[src/rtl/pipe_flow_ctrl_if.sv]
// Flow-control bundle between hazard unit, fetch and the flow controller.
// Hazard/fetch side uses master, the controller uses slave.
interface pipe_flow_ctrl_if #(
  parameter int ADDR_W = 32,
  parameter int CNT_W  = 16
);
  logic              pc_stall_i;
  logic              if_flush_i;
  logic              id_flush_i;
  logic              ex_flush_i;
  logic              branch_taken_i;
  logic [ADDR_W-1:0] branch_target_i;
  logic [ADDR_W-1:0] instr_i;
  logic [ADDR_W-1:0] pc_o;
  logic [ADDR_W-1:0] if_id_pc_o;
  logic [ADDR_W-1:0] if_id_instr_o;
  logic              if_id_valid_o;
  logic              id_ex_valid_o;
  logic              ex_mem_valid_o;
  logic [1:0]        state_o;
  logic [CNT_W-1:0]  stall_cnt_o;
  logic [CNT_W-1:0]  flush_cnt_o;
  logic              stall_err_o;

  modport master (
    output pc_stall_i, if_flush_i, id_flush_i,
    output ex_flush_i, branch_taken_i,
    output branch_target_i, instr_i,
    input  pc_o, if_id_pc_o, if_id_instr_o,
    input  if_id_valid_o, id_ex_valid_o,
    input  ex_mem_valid_o, state_o,
    input  stall_cnt_o, flush_cnt_o, stall_err_o
  );

  modport slave (
    input  pc_stall_i, if_flush_i, id_flush_i,
    input  ex_flush_i, branch_taken_i,
    input  branch_target_i, instr_i,
    output pc_o, if_id_pc_o, if_id_instr_o,
    output if_id_valid_o, id_ex_valid_o,
    output ex_mem_valid_o, state_o,
    output stall_cnt_o, flush_cnt_o, stall_err_o
  );
endinterface

[src/rtl/pipe_flow_ctrl.sv]
// Pipeline flow controller: PC, IF/ID, stage valids, stall/flush stats.
// Ports: clk_i, rst_i (async active-low), bus (pipe_flow_ctrl_if.slave).
module pipe_flow_ctrl #(
  parameter int              ADDR_W    = 32,
  parameter int              CNT_W     = 16,
  parameter logic [ADDR_W-1:0] RESET_PC = '0,
  parameter int              MAX_STALL = 8
) (
  input logic             clk_i,
  input logic             rst_i,
  pipe_flow_ctrl_if.slave bus
);

  typedef enum logic [1:0] {
    RUN      = 2'd0,
    STALL    = 2'd1,
    REDIRECT = 2'd2
  } state_t;

  localparam int RUN_W = $clog2(MAX_STALL + 1);
  localparam logic [RUN_W-1:0] RUN_MAX =
    RUN_W'(MAX_STALL);

  state_t            state_q, state_d;
  logic [ADDR_W-1:0] pc_q, pc_d, pc_inc;
  logic [ADDR_W-1:0] ifpc_q, ifins_q;
  logic              ifv_q, idv_q, exv_q;
  logic [CNT_W-1:0]  scnt_q, fcnt_q;
  logic [RUN_W-1:0]  run_q, run_d;
  logic              err_q;
  logic              stall_hit, squash_if;
  logic              hold_if, any_flush;

  assign stall_hit = bus.pc_stall_i
                   && !bus.branch_taken_i;
  assign squash_if = bus.if_flush_i
                   || bus.branch_taken_i;
  assign hold_if   = bus.pc_stall_i && !squash_if;
  assign any_flush = bus.if_flush_i
                   || bus.id_flush_i
                   || bus.ex_flush_i
                   || bus.branch_taken_i;
  assign pc_inc    = pc_q + ADDR_W'(4);

  always_comb begin
    state_d = RUN;
    pc_d    = pc_inc;
    unique case (1'b1)
      bus.branch_taken_i: begin
        state_d = REDIRECT;
        pc_d    = bus.branch_target_i;
      end
      stall_hit: begin
        state_d = STALL;
        pc_d    = pc_q;
      end
      default: begin
        state_d = RUN;
        pc_d    = pc_inc;
      end
    endcase
  end

  // Run length saturates at MAX_STALL so it cannot wrap
  always_comb begin
    run_d = '0;
    if (stall_hit)
      run_d = (run_q == RUN_MAX) ? run_q
            : run_q + RUN_W'(1);
  end

  always_ff @(posedge clk_i or negedge rst_i) begin
    if (!rst_i) begin
      state_q <= RUN;
      pc_q    <= RESET_PC;
      ifpc_q  <= '0;
      ifins_q <= '0;
      ifv_q   <= 1'b0;
      idv_q   <= 1'b0;
      exv_q   <= 1'b0;
      scnt_q  <= '0;
      fcnt_q  <= '0;
      run_q   <= '0;
      err_q   <= 1'b0;
    end else begin
      state_q <= state_d;
      pc_q    <= pc_d;
      unique case (1'b1)
        squash_if: begin
          ifins_q <= '0;
          ifv_q   <= 1'b0;
        end
        hold_if: ;
        default: begin
          ifins_q <= bus.instr_i;
          ifpc_q  <= pc_inc;
          ifv_q   <= 1'b1;
        end
      endcase
      idv_q <= bus.id_flush_i ? 1'b0 : ifv_q;
      exv_q <= bus.ex_flush_i ? 1'b0 : idv_q;
      if (stall_hit && !(&scnt_q))
        scnt_q <= scnt_q + CNT_W'(1);
      if (any_flush && !(&fcnt_q))
        fcnt_q <= fcnt_q + CNT_W'(1);
      run_q <= run_d;
      if (run_d == RUN_MAX)
        err_q <= 1'b1;
    end
  end

  assign bus.pc_o           = pc_q;
  assign bus.if_id_pc_o     = ifpc_q;
  assign bus.if_id_instr_o  = ifins_q;
  assign bus.if_id_valid_o  = ifv_q;
  assign bus.id_ex_valid_o  = idv_q;
  assign bus.ex_mem_valid_o = exv_q;
  assign bus.state_o        = state_q;
  assign bus.stall_cnt_o    = scnt_q;
  assign bus.flush_cnt_o    = fcnt_q;
  assign bus.stall_err_o    = err_q;

endmodule

[src/flat_wrapper.sv]
// flat-port wrapper written by rule: the top's interface ports become plain ports
module pipe_flow_ctrl_flat 
#(
  parameter int              ADDR_W    = 32,
  parameter int              CNT_W     = 16,
  parameter logic [ADDR_W-1:0] RESET_PC = '0,
  parameter int              MAX_STALL = 8
)
  (clk_i, rst_i, bus_pc_stall_i, bus_if_flush_i, bus_id_flush_i, bus_ex_flush_i, bus_branch_taken_i, bus_branch_target_i, bus_instr_i, bus_pc_o, bus_if_id_pc_o, bus_if_id_instr_o, bus_if_id_valid_o, bus_id_ex_valid_o, bus_ex_mem_valid_o, bus_state_o, bus_stall_cnt_o, bus_flush_cnt_o, bus_stall_err_o);
  pipe_flow_ctrl_if #(.ADDR_W(ADDR_W), .CNT_W(CNT_W)) bus_i ();
  input logic clk_i;
  input logic rst_i;
  input wire logic [$bits(bus_i.pc_stall_i)-1:0] bus_pc_stall_i;
  input wire logic [$bits(bus_i.if_flush_i)-1:0] bus_if_flush_i;
  input wire logic [$bits(bus_i.id_flush_i)-1:0] bus_id_flush_i;
  input wire logic [$bits(bus_i.ex_flush_i)-1:0] bus_ex_flush_i;
  input wire logic [$bits(bus_i.branch_taken_i)-1:0] bus_branch_taken_i;
  input wire logic [$bits(bus_i.branch_target_i)-1:0] bus_branch_target_i;
  input wire logic [$bits(bus_i.instr_i)-1:0] bus_instr_i;
  output wire logic [$bits(bus_i.pc_o)-1:0] bus_pc_o;
  output wire logic [$bits(bus_i.if_id_pc_o)-1:0] bus_if_id_pc_o;
  output wire logic [$bits(bus_i.if_id_instr_o)-1:0] bus_if_id_instr_o;
  output wire logic [$bits(bus_i.if_id_valid_o)-1:0] bus_if_id_valid_o;
  output wire logic [$bits(bus_i.id_ex_valid_o)-1:0] bus_id_ex_valid_o;
  output wire logic [$bits(bus_i.ex_mem_valid_o)-1:0] bus_ex_mem_valid_o;
  output wire logic [$bits(bus_i.state_o)-1:0] bus_state_o;
  output wire logic [$bits(bus_i.stall_cnt_o)-1:0] bus_stall_cnt_o;
  output wire logic [$bits(bus_i.flush_cnt_o)-1:0] bus_flush_cnt_o;
  output wire logic [$bits(bus_i.stall_err_o)-1:0] bus_stall_err_o;
  assign bus_i.pc_stall_i = bus_pc_stall_i;
  assign bus_i.if_flush_i = bus_if_flush_i;
  assign bus_i.id_flush_i = bus_id_flush_i;
  assign bus_i.ex_flush_i = bus_ex_flush_i;
  assign bus_i.branch_taken_i = bus_branch_taken_i;
  assign bus_i.branch_target_i = bus_branch_target_i;
  assign bus_i.instr_i = bus_instr_i;
  assign bus_pc_o = bus_i.pc_o;
  assign bus_if_id_pc_o = bus_i.if_id_pc_o;
  assign bus_if_id_instr_o = bus_i.if_id_instr_o;
  assign bus_if_id_valid_o = bus_i.if_id_valid_o;
  assign bus_id_ex_valid_o = bus_i.id_ex_valid_o;
  assign bus_ex_mem_valid_o = bus_i.ex_mem_valid_o;
  assign bus_state_o = bus_i.state_o;
  assign bus_stall_cnt_o = bus_i.stall_cnt_o;
  assign bus_flush_cnt_o = bus_i.flush_cnt_o;
  assign bus_stall_err_o = bus_i.stall_err_o;
  pipe_flow_ctrl #(.ADDR_W(ADDR_W), .CNT_W(CNT_W), .RESET_PC(RESET_PC), .MAX_STALL(MAX_STALL)) u_core (.clk_i(clk_i), .rst_i(rst_i), .bus(bus_i));
endmodule
[config.mk]
export PLATFORM = sky130hd
export DESIGN_NAME = pipe_flow_ctrl_flat
export DESIGN_NICKNAME = d
export VERILOG_FILES = /design/src/rtl/pipe_flow_ctrl_if.sv /design/src/rtl/pipe_flow_ctrl.sv /design/src/flat_wrapper.sv
export SDC_FILE = /design/constraint.sdc
export NUM_CORES = 1
export LEC_CHECK = 0
export CAP_MARGIN = 15
export CORE_ASPECT_RATIO = 0.5
export CORE_MARGIN = 10
export CORE_UTILIZATION = 40
export CTS_CLUSTER_DIAMETER = 80
export CTS_CLUSTER_SIZE = 12
export DETAILED_ROUTE_END_ITERATION = 6
export PLACE_DENSITY = 0.7
export SLEW_MARGIN = 0
export SYNTH_ARGS = -nofsm -noshare
export SYNTH_HDL_FRONTEND = slang
export SYNTH_SLANG_ARGS = --single-unit
[constraint.sdc]
create_clock -name clk_i -period 2.36 [get_ports clk_i]
set_input_delay 0.236 -clock clk_i [delete_from_list [all_inputs] [get_ports clk_i]]
set_output_delay 0.236 -clock clk_i [all_outputs]
set_load 0.02 [all_outputs]
==> run_results.csv, run 1 <==
group,metric,value,unit
status,outcome,"complete, no violations",
worst_setup_path,end_kind,"flip-flop",
layout,area_delta_synth_final,46.4,%
clock_network,path_clk_slew,0.06,ns
sta,final-max-slew-violation-count,0,
worst_setup_path,criticalPathCategory,"reg -> reg",
sta,max_slew_margin,0.602,
place,place_inst,1064,
floorplan,die_h,111,um
worst_setup_path,arrival,2.50,ns
detailed_routing,final_antenna_net_count,0,
clock_network,clock_latency,0.41,ns
detailed_routing,dr.pass1.iters,5,
floorplan,core_area,0.0163,mm^2
place,dpl_worst_slack,0.0461,ns
detailed_routing,viasPerCell,5.39,
synth,yosysTopAreaCell,"dfrtp_1",
worst_setup_path,startpoint_type,"flip-flop",
synth,yosysSeqAreaShare,0.524,
layout,fill_cells,1377,
sta,finClkSkew,0.00960,ns
detailed_routing,wl,20500,um
grt,grt_pass1_wl,33200,um
layout,stdcell_count,1097,
synth,syn_area,0.00659,mm^2
min_path,hp-class,"in -> async",
place,hpwl,15200,um
layout,multi_input_area,0.00290,mm^2
synth,synth-edff-count,0,
floorplan,boundaryPins,205,
layout,final_core_util,0.593,
sta,period_share,0.936,
grt,grt.overflow.total,0,
synth,yosysWarnings,0,
layout,drive_above_1_share,0.102,
clock_network,cts_buffers,17,
synth,avgSynthCellArea,10.2,um^2
flow_run,maxCapViolCount,0,
synth,yosys.area.top_type_share,0.524,
place,gp_congestion,0.847,
clock_network,cts_tree,"done",
power_and_ir_drop,pwr-share-clk,0.358,
power_and_ir_drop,power_per_cell_area,811,mW/mm^2
synth,synth_common_cells,"138 x dfrtp_1, 58 x nand2_1, 43 x nor2_1, 38 x clkbuf_1, 36 x o21ai_0",
layout,diodes,0,
sta,worst_pin_slew,0.597,ns
detailed_routing,drtIter0Drc,395,
power_and_ir_drop,comb_power_share,0.253,
synth,yosysMostFrequentCell,"dfrtp_1",
power_and_ir_drop,switching_power,2.45,mW
worst_setup_path,cp.required,2.65,ns
clock_network,clockBufferDepth,2,
power_and_ir_drop,p_leak,3.94,nW
synth,synthCells,648,
power_and_ir_drop,ir_worst_vdd,0.583,mV
layout,regArea,0.00345,mm^2
synth,synth_area_leaders,"dfrtp_1 52%, xor2_1 4.5%, a22o_1 4.3%",
sta,fin_tns_setup,0,ns
sta,fin_hold_ws,0.355,ns
power_and_ir_drop,p_sw_frac,0.314,
power_and_ir_drop,power_frac_seq,0.388,
grt,track_usage,0.181,
detailed_routing,num_vias,5917,
floorplan,placementRows,33,
floorplan,start_util,0.405,
sta,min_period,2.21,ns
synth,synthArstFlopShare,1.00,
clock_network,cts.sinks,138,
sta,finalWorstSetupSlack,0.152,ns
synth,synth.net_count,724,
synth,ys_seq_elements,138,
floorplan,dieArea,0.0223,mm^2
clock_network,post_cts_buffers,0,
floorplan,die_w,202,um
sta,rsz0062_at_grt,"false",
detailed_routing,wl_per_cell,18.7,um
worst_setup_path,critPathMaxFanout,9,
synth,ys_dominant_reg_cell,"dfrtp_1",
layout,nNetsFinal,933,
grt,antenna_found_initial,0,
grt,grt_pass1_vias,5910,
sta,hold_violations,0,
grt,grt_max_degree,62,
power_and_ir_drop,p_int,5.37,mW
clock_network,htreeDepth,4,
worst_setup_path,reg2reg_slack,0.15,ns
place,port_buffers,204,
clock_network,ctsRootBufferMaster,"clkbuf_16",
detailed_routing,drc,0,
sta,fmax,0.453,GHz
synth,ys_types,52,
sta,finalSetupViolCount,0,
-- cell families (layout without fill, tap and decap cells) --
family                     count (synthesis)  count (layout)  share of synthesized area
xor gates and xnor gates                  51              51                     0.0678
buffers and inverters                     60             282                     0.0382
AOI/OAI and AO/OA                        133             133                      0.140
DFF                                      138             138                      0.524
and+or+nand+nor                          253             253                      0.207
muxes                                      8               8                     0.0133
adders and majority gates                  5               5                    0.00949
-- what timing repair did --
action / 4_1_cts / 5_1_grt
endpoints found under the setup margin: 0 / 6
hold buffers: 1 / 0
gates resized for setup: 0 / 1
hold endpoints to repair: 59 / 0
-- sequential cells by signal, summed over array words and instances, names as in the netlist --
name / count
u_core.bus.if_id_instr_o: 32
u_core.bus.if_id_pc_o: 32
u_core.bus.pc_o: 32
u_core.bus.flush_cnt_o: 16
u_core.bus.stall_cnt_o: 16
u_core.run_q: 4
u_core.bus.state_o: 2
u_core.bus.ex_mem_valid_o: 1
u_core.bus.id_ex_valid_o: 1
u_core.bus.if_id_valid_o: 1
u_core.bus.stall_err_o: 1
-- path summary, 6_finish.rpt --
kind | startpoint | end | cells past startpoint
setup / recovery | u_core.bus.pc_o[2] | u_core.bus.pc_o[22] | 6
hold / removal | rst_i | u_core.bus.stall_cnt_o[11] | 2
setup reg to reg | u_core.bus.pc_o[2] | u_core.bus.pc_o[22] | 6
hold reg to reg | u_core.bus.stall_err_o | u_core.bus.stall_err_o | 1
max in group asynchronous | rst_i | u_core.bus.if_id_pc_o[23] | 3
min in group clk_i | bus_branch_target_i[11] | u_core.bus.pc_o[11] | 3
-- power by group through the flow --
stage / combinational [mW] / sequential [mW] / clock [mW]
6_report: 1.98 / 3.04 / 2.80
4_1_cts: 2.02 / 3.04 / 2.85
5_1_grt: 2.13 / 3.10 / 2.95
3_5_place_dp: 2.00 / 3.08 / 0
3_3_place_gp: 1.98 / 3.06 / 0
2_1_floorplan: 0.593 / 3.38 / 0
-- final cells by class --
type,count,share of cell area
clock buffer,19,0.0469
clock inverter,13,0.0172
inverter,9,0.00350
multi-input combinational,450,0.300
sequential,138,0.358
tap,227,0.0294
timing repair buffer,241,0.245
-- per-layer routing --
| layer | share of wire | wire [um] | track usage |
|---|---|---|---|
| met5 | 0 | 0 | 0 |
| met4 | 0.011 | 233 | 0.0518 |
| met3 | 0.038 | 785 | 0.0315 |
| met2 | 0.53 | 10800 | 0.322 |
| met1 | 0.42 | 8670 | 0.219 |
-- through the flow --
step                total power [mW]  instance area (um^2)
detailed placement              5.08                  9010
floorplan                       3.98                  6590
CTS                             7.90                  9640
global placement                5.04                  9010
global route                    8.18                  9650
finish                          7.83                  9650
-- layout by cell type (no fill, tap or decap), drive strengths merged, types with 24 or more instances in the layout --
master	Yosys	layout
a22o	32	32
a31oi	27	27
buf	10	37
clkdlybuf4s50	0	203
dfrtp	138	138
nand2	59	59
nand3	26	26
nand4	24	24
nor2	43	43
o21ai	36	36
xor2	34	34
-- worst max-delay path: stages, from the launching register on --
cell	delay (ns)
dfrtp_1	0.41
ha_1	0.21
buf_4	0.13
nand4_1	0.09
or4_1	0.65
o311a_1	0.34
a221o_1	0.26
Note: power is estimated with default switching activity, not from simulation.
==> inputs of run 2 (changes only) <==
--- a/config.mk
+++ b/config.mk
@@ -5,7 +5,7 @@
 export SDC_FILE = /design/constraint.sdc
 export NUM_CORES = 1
 export LEC_CHECK = 0
-export CAP_MARGIN = 15
+export CAP_MARGIN = 10
 export CORE_ASPECT_RATIO = 0.5
 export CORE_MARGIN = 10
 export CORE_UTILIZATION = 40
==> results of run 2 <==
The final DEF is identical to that of run 1; final timing and power are the same.
==> inputs of run 3 (changes only) <==
==> constraint.sdc (replaced) <==
create_clock -name clk_i -period 2.39 [get_ports clk_i]
set_input_delay 0.239 -clock clk_i [delete_from_list [all_inputs] [get_ports clk_i]]
set_output_delay 0.239 -clock clk_i [all_outputs]
set_load 0.02 [all_outputs]
==> run_results.csv, run 3 (synthesis results as in run 1) <==
group,metric,value,unit
power_and_ir_drop,power_per_cell_area,794,mW/mm^2
detailed_routing,viasPerCell,5.36,
worst_setup_path,reg2reg_to,"u_core.bus.if_id_pc_o[30]",
clock_network,cts.sinks,138,
power_and_ir_drop,p_sw_frac,0.309,
worst_setup_path,r2r_cells,7,
clock_network,htreeDepth,4,
layout,drive_above_1_share,0.101,
layout,final_cell_mix,"203 x clkdlybuf4s50_1, 138 x dfrtp_1, 58 x nand2_1",
clock_network,path_clk_slew,0.06,ns
sta,final-max-slew-violation-count,0,
place,port_buffers,204,
sta,finClkSkew,0.00770,ns
detailed_routing,wl_per_cell,18.8,um
clock_network,ctsRootBufferMaster,"clkbuf_16",
power_and_ir_drop,p_int,5.28,mW
grt,antenna_found_initial,0,
sta,fin_hold_ws,0.365,ns
power_and_ir_drop,comb_power_share,0.253,
clock_network,clockBufferDepth,2,
power_and_ir_drop,power,7.65,mW
layout,area_delta_synth_final,46.1,%
place,gp_congestion,0.854,
status,outcome,"complete, no violations",
floorplan,start_util,0.405,
grt,use_met3,0.0370,
sta,finalWorstSetupSlack,0.125,ns
flow_run,maxCapViolCount,0,
detailed_routing,dr.pass1.iters,5,
power_and_ir_drop,p_leak,3.95,nW
grt,grt_max_degree,62,
clock_network,cts_tree,"done",
sta,fmax,0.442,GHz
worst_setup_path,startpoint_type,"flip-flop",
power_and_ir_drop,switching_power,2.36,mW
layout,stdcell_area,0.00963,mm^2
worst_setup_path,cp.required,2.67,ns
worst_setup_path,r2r-start,"u_core.bus.pc_o[2]",
floorplan,core_area,0.0163,mm^2
sta,rsz0062_at_grt,"false",
detailed_routing,final_antenna_net_count,0,
worst_setup_path,arrival,2.54,ns
layout,final_common_cell,"clkdlybuf4s50_1",
layout,fill_cells,1385,
sta,worst_pin_slew,0.578,ns
sta,max_slew_margin,0.615,
place,hpwl,15300,um
worst_setup_path,criticalPathCategory,"reg -> reg",
worst_setup_path,end_kind,"flip-flop",
worst_setup_path,critPathMaxFanout,14,
floorplan,dieArea,0.0223,mm^2
floorplan,boundaryPins,205,
detailed_routing,num_vias,5870,
sta,fin_tns_setup,0,ns
detailed_routing,drc,0,
min_path,hp-class,"in -> async",
layout,nNetsFinal,933,
power_and_ir_drop,power_frac_seq,0.394,
grt,grt_pass1_vias,5852,
place,dpl_worst_slack,-0.0456,ns
sta,hold_violations,0,
sta,finalSetupViolCount,0,
clock_network,cts_buffers,17,
worst_setup_path,reg2reg_slack,0.13,ns
clock_network,clock_latency,0.41,ns
power_and_ir_drop,ir_worst_vdd,0.546,mV
power_and_ir_drop,pwr-share-clk,0.353,
grt,grt_pass1_wl,33300,um
sta,period_share,0.948,
floorplan,placementRows,33,
grt,top_usage_layer,"met2",
grt,track_usage,0.181,
grt,grt_util_met1,0.218,
grt,met2_usage,0.322,
sta,min_period,2.26,ns
layout,diodes,0,
detailed_routing,drtIter0Drc,429,
place,placed_area,0.00900,mm^2
floorplan,die_h,111,um
layout,multi_input_area,0.00290,mm^2
detailed_routing,wl,20600,um
grt,grt.overflow.total,0,
layout,regArea,0.00345,mm^2
floorplan,die_w,202,um
[run 3: changes by cell type in the layout (fill, tap and decap cells not counted)]
| cell | delta |
|---|---|
| ha_1 | -1 |
| ha_2 | +1 |
| inv_6 | -1 |
| clkinvlp_4 | -4 |
| clkinv_4 | +1 |
| clkinv_2 | +2 |
[run 3: routing by layer]
layer | share of wire | up-vias
met5 | 0 | -
met4 | 0.012 | 0
met3 | 0.040 | 20
met2 | 0.53 | 127
met1 | 0.42 | 2921
li1 | - | 2802
[run 3: power groups by stage]
| stage | sequential, mW | combinational (mW) | clock, mW |
|---|---|---|---|
| after CTS | 3.01 | 1.97 | 2.74 |
| after global routing | 3.07 | 2.09 | 2.85 |
| after global placement | 3.03 | 1.94 | 0 |
| after detailed placement | 3.05 | 1.96 | 0 |
| after floorplan | 3.34 | 0.586 | 0 |
| final | 3.01 | 1.94 | 2.70 |
[run 3: timing repair]
item                                    in CTS  in global routing
pin swaps                                    0                  1
buffers inserted                             0                  2
hold buffers                                 1                  0
gates resized for setup                      1                  1
endpoints found under the setup margin       6                  1
hold endpoints to repair                    58                  0
[run 3: area by class of cell]
type,instances,share of cell area
flip-flops and latches,138,0.359
repair buffers,241,0.245
clock inverters,11,0.0152
clock buffers,19,0.0470
well taps,227,0.0295
inverters,9,0.00351
multi-input cells,450,0.301
[run 3: per-stage QoR]
stage,utilization,instances
finish,0.592,1095
global placement,0.553,1062
detailed placement,0.553,1062
global route,0.592,1095
CTS,0.591,1093
floorplan,-,648
[run 3: how the worst max path moves through the flow]
stage                                   from                   endpoint  slack (ns)  cells after the start
final                     u_core.bus.pc_o[2]  u_core.bus.if_id_pc_o[30]        0.13                      7
after global routing      u_core.bus.pc_o[2]  u_core.bus.if_id_pc_o[30]        0.02                      7
after CTS                 u_core.bus.pc_o[2]  u_core.bus.if_id_pc_o[26]        0.08                      5
after detailed placement  u_core.bus.pc_o[2]        u_core.bus.pc_o[26]       -0.05                      5
after global placement    u_core.bus.pc_o[2]  u_core.bus.if_id_pc_o[30]        0.06                      5
after floorplan           u_core.bus.pc_o[2]  u_core.bus.if_id_pc_o[24]        0.18                      7
[run 3: worst max-delay path: stages (launching register included)]
cell     delay (ns)
dfrtp_1        0.42
ha_2           0.25
nand3_1        0.12
or4b_4         0.64
buf_4          0.18
buf_4          0.13
o31ai_1        0.28
a31oi_1        0.13
